**src/rtl/store_unit.sv**
```systemverilog
// Store path to data memory: aligns rs2 data into byte lanes, raises byte enables,
// runs the req/ack write handshake and flags misaligned, illegal and timed-out stores.
module store_unit #(
  parameter int unsigned ADDR_W  = 10,
  parameter int unsigned TIMEOUT = 15
) (
  input  logic              clk,
  input  logic              rst_n,
  input  logic              store_en,
  input  logic [2:0]        funct3,
  input  logic [ADDR_W-1:0] addr,
  input  logic [31:0]       rs2_data,
  input  logic              mem_ack,
  output logic              mem_we,
  output logic [ADDR_W-1:0] mem_addr,
  output logic [31:0]       mem_wdata,
  output logic [3:0]        mem_be,
  output logic              stall,
  output logic              done,
  output logic [1:0]        fault
);

  localparam int unsigned CNT_W = $clog2(TIMEOUT + 1);

  localparam logic [2:0] F3_SB = 3'b000;
  localparam logic [2:0] F3_SH = 3'b001;
  localparam logic [2:0] F3_SW = 3'b010;

  localparam logic [1:0] FAULT_NONE  = 2'd0;
  localparam logic [1:0] FAULT_ALIGN = 2'd1;
  localparam logic [1:0] FAULT_ILL   = 2'd2;
  localparam logic [1:0] FAULT_TMO   = 2'd3;

  typedef enum logic [1:0] {
    S_IDLE = 2'd0,
    S_REQ  = 2'd1,
    S_DONE = 2'd2
  } state_t;

  state_t            r_state;
  logic [CNT_W-1:0]  r_cnt;
  logic              r_we;
  logic [ADDR_W-1:0] r_addr;
  logic [31:0]       r_wdata;
  logic [3:0]        r_be;
  logic              r_done;
  logic [1:0]        r_fault;

  logic              w_illegal;
  logic              w_misalign;
  logic              w_legal;
  logic              w_timeout;
  logic [31:0]       w_wdata;
  logic [3:0]        w_be;

  // Request classification; illegal funct3 masks the alignment check.
  assign w_illegal  = (funct3 > F3_SW);
  assign w_misalign = ((funct3 == F3_SH) && addr[0]) ||
                      ((funct3 == F3_SW) && (addr[1:0] != 2'b00));
  assign w_legal    = !w_illegal && !w_misalign;
  assign w_timeout  = (r_cnt == CNT_W'(TIMEOUT - 1));

  // Lane replication and byte-enable generation for the accepted size.
  always_comb begin
    w_wdata = rs2_data;
    w_be    = 4'b1111;
    case (funct3)
      F3_SB: begin
        w_wdata = {4{rs2_data[7:0]}};
        w_be    = 4'b0001 << addr[1:0];
      end
      F3_SH: begin
        w_wdata = {2{rs2_data[15:0]}};
        w_be    = addr[1] ? 4'b1100 : 4'b0011;
      end
      default: begin
        w_wdata = rs2_data;
        w_be    = 4'b1111;
      end
    endcase
  end

  always_ff @(posedge clk) begin
    if (!rst_n) begin
      r_state <= S_IDLE;
      r_cnt   <= '0;
      r_we    <= 1'b0;
      r_addr  <= '0;
      r_wdata <= '0;
      r_be    <= '0;
      r_done  <= 1'b0;
      r_fault <= FAULT_NONE;
    end else begin
      r_done  <= 1'b0;
      r_fault <= FAULT_NONE;
      case (r_state)
        S_IDLE: begin
          if (store_en) begin
            if (w_illegal) begin
              r_fault <= FAULT_ILL;
            end else if (w_misalign) begin
              r_fault <= FAULT_ALIGN;
            end else begin
              r_state <= S_REQ;
              r_cnt   <= '0;
              r_we    <= 1'b1;
              r_addr  <= {addr[ADDR_W-1:2], 2'b00};
              r_wdata <= w_wdata;
              r_be    <= w_be;
            end
          end
        end
        S_REQ: begin
          // Ack beats the timeout when both land on the same edge.
          if (mem_ack || w_timeout) begin
            r_state <= mem_ack ? S_DONE : S_IDLE;
            r_done  <= mem_ack;
            r_fault <= mem_ack ? FAULT_NONE : FAULT_TMO;
            r_cnt   <= '0;
            r_we    <= 1'b0;
            r_addr  <= '0;
            r_wdata <= '0;
            r_be    <= '0;
          end else begin
            r_cnt <= r_cnt + CNT_W'(1);
          end
        end
        S_DONE: begin
          r_state <= S_IDLE;
        end
        default: begin
          r_state <= S_IDLE;
        end
      endcase
    end
  end

  assign stall     = ((r_state == S_IDLE) && store_en && w_legal) || (r_state == S_REQ);
  assign mem_we    = r_we;
  assign mem_addr  = r_addr;
  assign mem_wdata = r_wdata;
  assign mem_be    = r_be;
  assign done      = r_done;
  assign fault     = r_fault;

endmodule
```
**config.mk**
```make
export PLATFORM = sky130hd
export DESIGN_NAME = store_unit
export DESIGN_NICKNAME = d
export VERILOG_FILES = /design/src/rtl/store_unit.sv
export SDC_FILE = /design/constraint.sdc
export NUM_CORES = 1
export LEC_CHECK = 0
export CAP_MARGIN = 10
export CORE_MARGIN = 3
export CORE_UTILIZATION = 40
export CTS_BUF_LIST = sky130_fd_sc_hd__clkbuf_8
export DETAILED_ROUTE_END_ITERATION = 6
export GPL_ROUTABILITY_DRIVEN = 0
export PLACE_DENSITY = 0.76
export SLEW_MARGIN = 5
export SYNTH_ARGS = -nofsm -noshare
export SYNTH_HDL_FRONTEND = slang
export SYNTH_SLANG_ARGS = --single-unit
```
**constraint.sdc**
```tcl
create_clock -name clk -period 2.2 [get_ports clk]
set_input_delay 0.33 -clock clk [delete_from_list [all_inputs] [get_ports clk]]
set_output_delay 0.33 -clock clk [all_outputs]
set_load 0.02 [all_outputs]
```
; ---- Word level (Yosys, flattened, before mapping)
; Cells that the tools add are included.
[totals]
inputBits = 49
latchBits = 0
out_inout_bits = 51
ram_bits = 0
register_bits = 56
romBits = 0
n_memories = 0
elab_cells = 77
[op_classes]
addsub = 1
n_mux = 40
n_eq_ne = 8
bitwise_logic = 0
n_shift = 1
n_reduce_logical = 18
magnitude_cmp = 1
multipliers = 0
div_mod_pow = 0
[ops]
columns = operator, n
row1 = $mux 32, 4
row2 = $pmux 32 s2, 2
row3 = $mux 10, 4
row4 = $mux 4, 9
row5 = $pmux 4 s2, 3
row6 = $pmux 10 s2, 1
row7 = $mux 2, 9
row8 = $ne 2x2->1 const B, 4
row9 = $pmux 2 s2, 2
row10 = $reduce_and 4->1, 2
row11 = $logic_and 1x1->1, 5
row12 = $mux 1, 5
row13 = $reduce_and 5->1, 1
row14 = $add 4x1->4 const B, 1
row15 = $eq 4x4->1 const B, 1
row16 = $reduce_bool 2->1, 2
row17 = $shl 1x2->4 const A, 1
row18 = $eq 3x1->1 const B, 1
row19 = $eq 3x2->1 const B, 1
row20 = $gt 3x2->1 const B, 1
row21 = $logic_not 3->1, 1
row22 = $logic_or 1x1->1, 3
row23 = $reduce_and 3->1, 1
row24 = $eq 2x1->1 const B, 1
row25 = 3 further kinds, 4

; ---- Logic depth before layout (Yosys ltp)
; Gate-level depths: netlist of run 1.
[depth]
ltp_word = 7
ltp_mapped = 8
mapped_depth_nobuf = 6

; ---- Worst setup path before layout of run 1
; OpenSTA, ideal clock, no wires.
[synth_path]
path_kind = input -> register
startpoint = in funct3[0]
endpoint = reg r_wdata[3], in the netlist mem_wdata[3]
cell_stages = 7
required_time_ps = 2083
arrival_ps = 1755
path_buffers = 3
path_slack_ps = 329
setup_time_ps = 117
path_cell_list = buf_6 > a21o_1 > o31a_1 > o41a_1 > buf_2 > buf_6 > a22o_1
[synth_via]
elab_chain_len = 5
word_cells_on_any_way = 9
cone_classes = order compare (1) / eq/ne (4) / reduce/logical (4)
[synth_lines]
columns = item, line
row1 = "start, declared", 10  ; input logic [2:0] funct3,
row2 = branches (longest 4 deep; another with $gt 3x2->1), n/a
row3 = $reduce_and 5->1 (no line) *, n/a
row4 = "end signal, assigned", 108  ; r_wdata <= w_wdata;
row5 = "end, declared", 44  ; logic [31:0] r_wdata;
; Every way passes the cells marked *.
; A chain may end at the register's enable or synchronous reset.

; ---- Worst setup path in the final report of run 1
[layout_path]
startpoint = in funct3[2]
endpoint = out stall
[layout_via]
elab_chain_len = 7
word_cells_on_any_way = 11
cone_classes = order compare (1) / eq/ne (2) / reduce/logical (8)
[layout_lines]
columns = item, line
row1 = branches (longest 4 deep; another with $gt 3x2->1), n/a
row2 = $logic_and 1x1->1 *, 60  ; assign w_legal = !w_illegal && !w_misalign;
row3 = $logic_and 1x1->1 *, 138  ; assign stall = ((r_state == S_IDLE) && store_en && w_legal) || (r_state == S_REQ);
row4 = $logic_or 1x1->1 *, 138
row5 = "end, declared", 18  ; output logic stall,
; Marked as above.

==> results of run 1 <==
## synth_stat cells, types with 3 or more instances
cell | count | area (um^2)
clkbuf_1 | 8 | 30.0
o21ai_0 | 12 | 60.1
nand2_1 | 26 | 97.6
a22o_1 | 20 | 175
nor3b_1 | 3 | 22.5
o2bb2ai_1 | 14 | 123
inv_1 | 5 | 18.8
buf_6 | 5 | 56.3
mux2i_1 | 26 | 260
and3_1 | 3 | 18.8
dfxtp_1 | 54 | 1080
nor2_1 | 3 | 11.3
mux2_2 | 8 | 90.1
o211ai_1 | 3 | 22.5
## where the power goes
part | internal [uW] | switching [uW] | leakage [uW] | total [uW]
combinational | 259 | 224 | 0.000982 | 484
sequential | 1030 | 26.4 | 0.000439 | 1050
clock | 254 | 325 | 0.0000472 | 578
## worst max-delay path, stage by stage
cell and delay, ns:
clkdlybuf4s50_1 0.42, a21o_1 0.18, o31a_1 0.29, or3_1 0.35, inv_1 0.06, buf_2 0.15
## state kept, by name, summed over array words and instances, names as in the netlist
signal and cells:
mem_addr 8, r_state 2, mem_we 1, done 1, mem_wdata 32, r_cnt 4, mem_be 4, fault 2
## logic make-up (layout without fill, tap and decap cells)
| kind of cell | Yosys count | in the layout | share of synthesized area [%] |
|---|---|---|---|
| AO/OA/AOI/OAI | 64 | 64 | 21.3 |
| flip-flops | 54 | 54 | 45.1 |
| AND/OR/NAND/NOR | 54 | 54 | 11.8 |
| multiplexers | 34 | 34 | 14.6 |
| buffers and inverters | 23 | 133 | 5.58 |
| adder cells (fa/ha/maj) | 2 | 2 | 1.04 |
| other | 1 | 2 | 0.156 |
| XOR/XNOR | 1 | 1 | 0.365 |
## cell usage in the layout, fill, tap and decap left out, drive strengths merged, types with 3 or more instances in the layout
cell type and n:
nand2 26, clkdlybuf4s50 94, dfxtp 54, nor3b 4, inv 5, clkbuf 6, mux2 8, buf 24
a22o 20, mux2i 26, o2bb2ai 14, nor3 3, o21ai 12, nor2 4, o211ai 3, and3 3
## metrics by stage
stage          cells  total power [uW]  area (um^2)  utilization [%]
2_1_floorplan    234              1320         2400                -
3_3_place_gp     408              1560         3520             62.4
3_5_place_dp     408              1560         3520             62.4
4_1_cts          416              2140         3610             64.0
5_1_grt          416              2200         3610             64.0
6_report         416              2120         3610             64.0
## cell type report
class,instances,share of cell area [%]
multi-input cells,157,32.8
flip-flops and latches,54,29.9
well taps,72,2.49
clock buffers,6,2.29
repair buffers,120,31.6
inverters,5,0.520
clock inverters,2,0.347
## what timing repair did
item | 4_1_cts | 5_1_grt
setup endpoints to repair | 1 | 1
pin swaps | 0 | 0
setup buffers | 0 | 0
gates resized for setup | 5 | 1
hold buffers | 0 | 0
## worst max-delay path by stage
stage               startpoint            to  slack (ns)  cells after the start
floorplan            funct3[0]  mem_wdata[3]        0.33                      7
global placement     funct3[0]         stall       -0.41                      6
detailed placement   funct3[0]         stall       -0.44                      6
CTS                  funct3[1]         stall        0.01                      6
global route         funct3[2]         stall       0.009                      6
finish               funct3[2]         stall        0.09                      6
## layer usage
metal | share of wire, % | wire (um) | up-vias | track usage, %
met5 | 0 | 0 | - | 0
met1 | 46 | 2950 | 972 | 22.3
met4 | 1.3 | 85 | 0 | 4.53
li1 | - | - | 1074 | -
met2 | 47 | 3030 | 61 | 30.9
met3 | 5.1 | 327 | 7 | 4.37
==> reports/results.tsv, run 1 <==
stage	metric	value	unit
outcome	status	completed	
drt	routed_wl	6.39	mm
sta	timing.hold.ws	0.461	ns
cts	clockBufferDepth	2	
global_route	grt_max_degree	19	
power	cellLeakagePower	0.00147	uW
synth	avgSynthCellArea	10.3	um^2
synth	syn_area	2400	um^2
place	port_buffers	97	
final_layout	fill_cells	479	
floorplanning	die_area	6960	um^2
setup_path	crit_type	in2out	
setup_path	worstRegToRegCells	6	
floorplanning	die_x	83.4	um
global_route	grt_pass1_vias	2115	
synth	ys_warn_count	0	
global_route	globalRouteTotalUtil	17.9	%
final_layout	multi_input_area	1190	um^2
setup_path	worst_setup_path_start_kind	primary input	
cts	cts_buffers	5	
cts	cts_root_buf	clkbuf_8	
sta	rsz0062_at_grt	no	
sta	setup_ws	0.0877	ns
drt	via_per_inst	5.08	
place	hpwlAfterDp	4.80	mm
synth	ys_ff_latch	54	
drt	first_pass_iters	5	
setup_path	endpoint_kind	primary output	
floorplanning	ios	100	
final_layout	syn2layout_area_growth	50.6	%
drt	num_vias	2114	
worst_hold_path	hp-class	reg2reg	
worst_hold_path	min_to	mem_we	
drt	drtIter0Drc	53	
floorplanning	placementRows	27	
sta	clock.fmax	0.473	GHz
sta	final.setup.tns	0	ns
global_route	antenna_found_initial	0	
power	ir_drop	0.321	mV
final_layout	nets	394	
drt	drc_errors	0	
flow_run	maxCapViolCount	0	
setup_path	r2r_slack	0.31	ns
final_layout	n_antenna_cell	0	
floorplanning	start_util	42.5	%
power	powerDensity	586	nW/um^2
cts	clock_sinks	54	
sta	clock_skew	0.00459	ns
final_layout	final_layout_size_suffix_gt1_share	13.4	%
floorplanning	core-area	5640	um^2
worst_hold_path	hp-start	mem_we	
cts	htreeDepth	2	
synth	synthFlopType	dfxtp_1	
sta	hold_viol	0	
setup_path	r2r-start	r_state[1]	
place	pre_cts_ws	-0.437	ns
cts	clk_pin_slew	0.10	ns
sta	setup_viol	0	
setup_path	worstPathRequired	1.87	ns
drt	postRouteAntennaNets	0	
synth	ys_types	44	
cts	cts_tree	yes	
sta	finalCriticalPeriod	2.11	ns
final_layout	layout.area.seq	1080	um^2
setup_path	critPathArrivalTime	1.78	ns
setup_path	cp_max_fo	2	
synth	synth-edff-count	0	
synth	syn_inst	233	
worst_hold_path	whs_path_depth	1	
global_route	grt_pass1_wl	10.3	mm
setup_path	timing.rr.end	mem_be[1]	
sta	drv_slew	0	
synth	seq_area_frac_synth	45.1	%
floorplanning	fp.dieH	83.4	um
cts	clock_latency	0.30	ns
global_route	grt-ovfl-total	0	
synth	async_reset_ff_share	0	%
sta	period_share	96.0	%
drt	wl_per_cell	15.4	um
Power figures use the tool's default switching activity.
==> run 2, diff against run 1 <==
Settings changed: ABC_AREA set to 0.
==> results of run 2 <==
The final DEF is identical to that of run 1; final timing and power are the same.
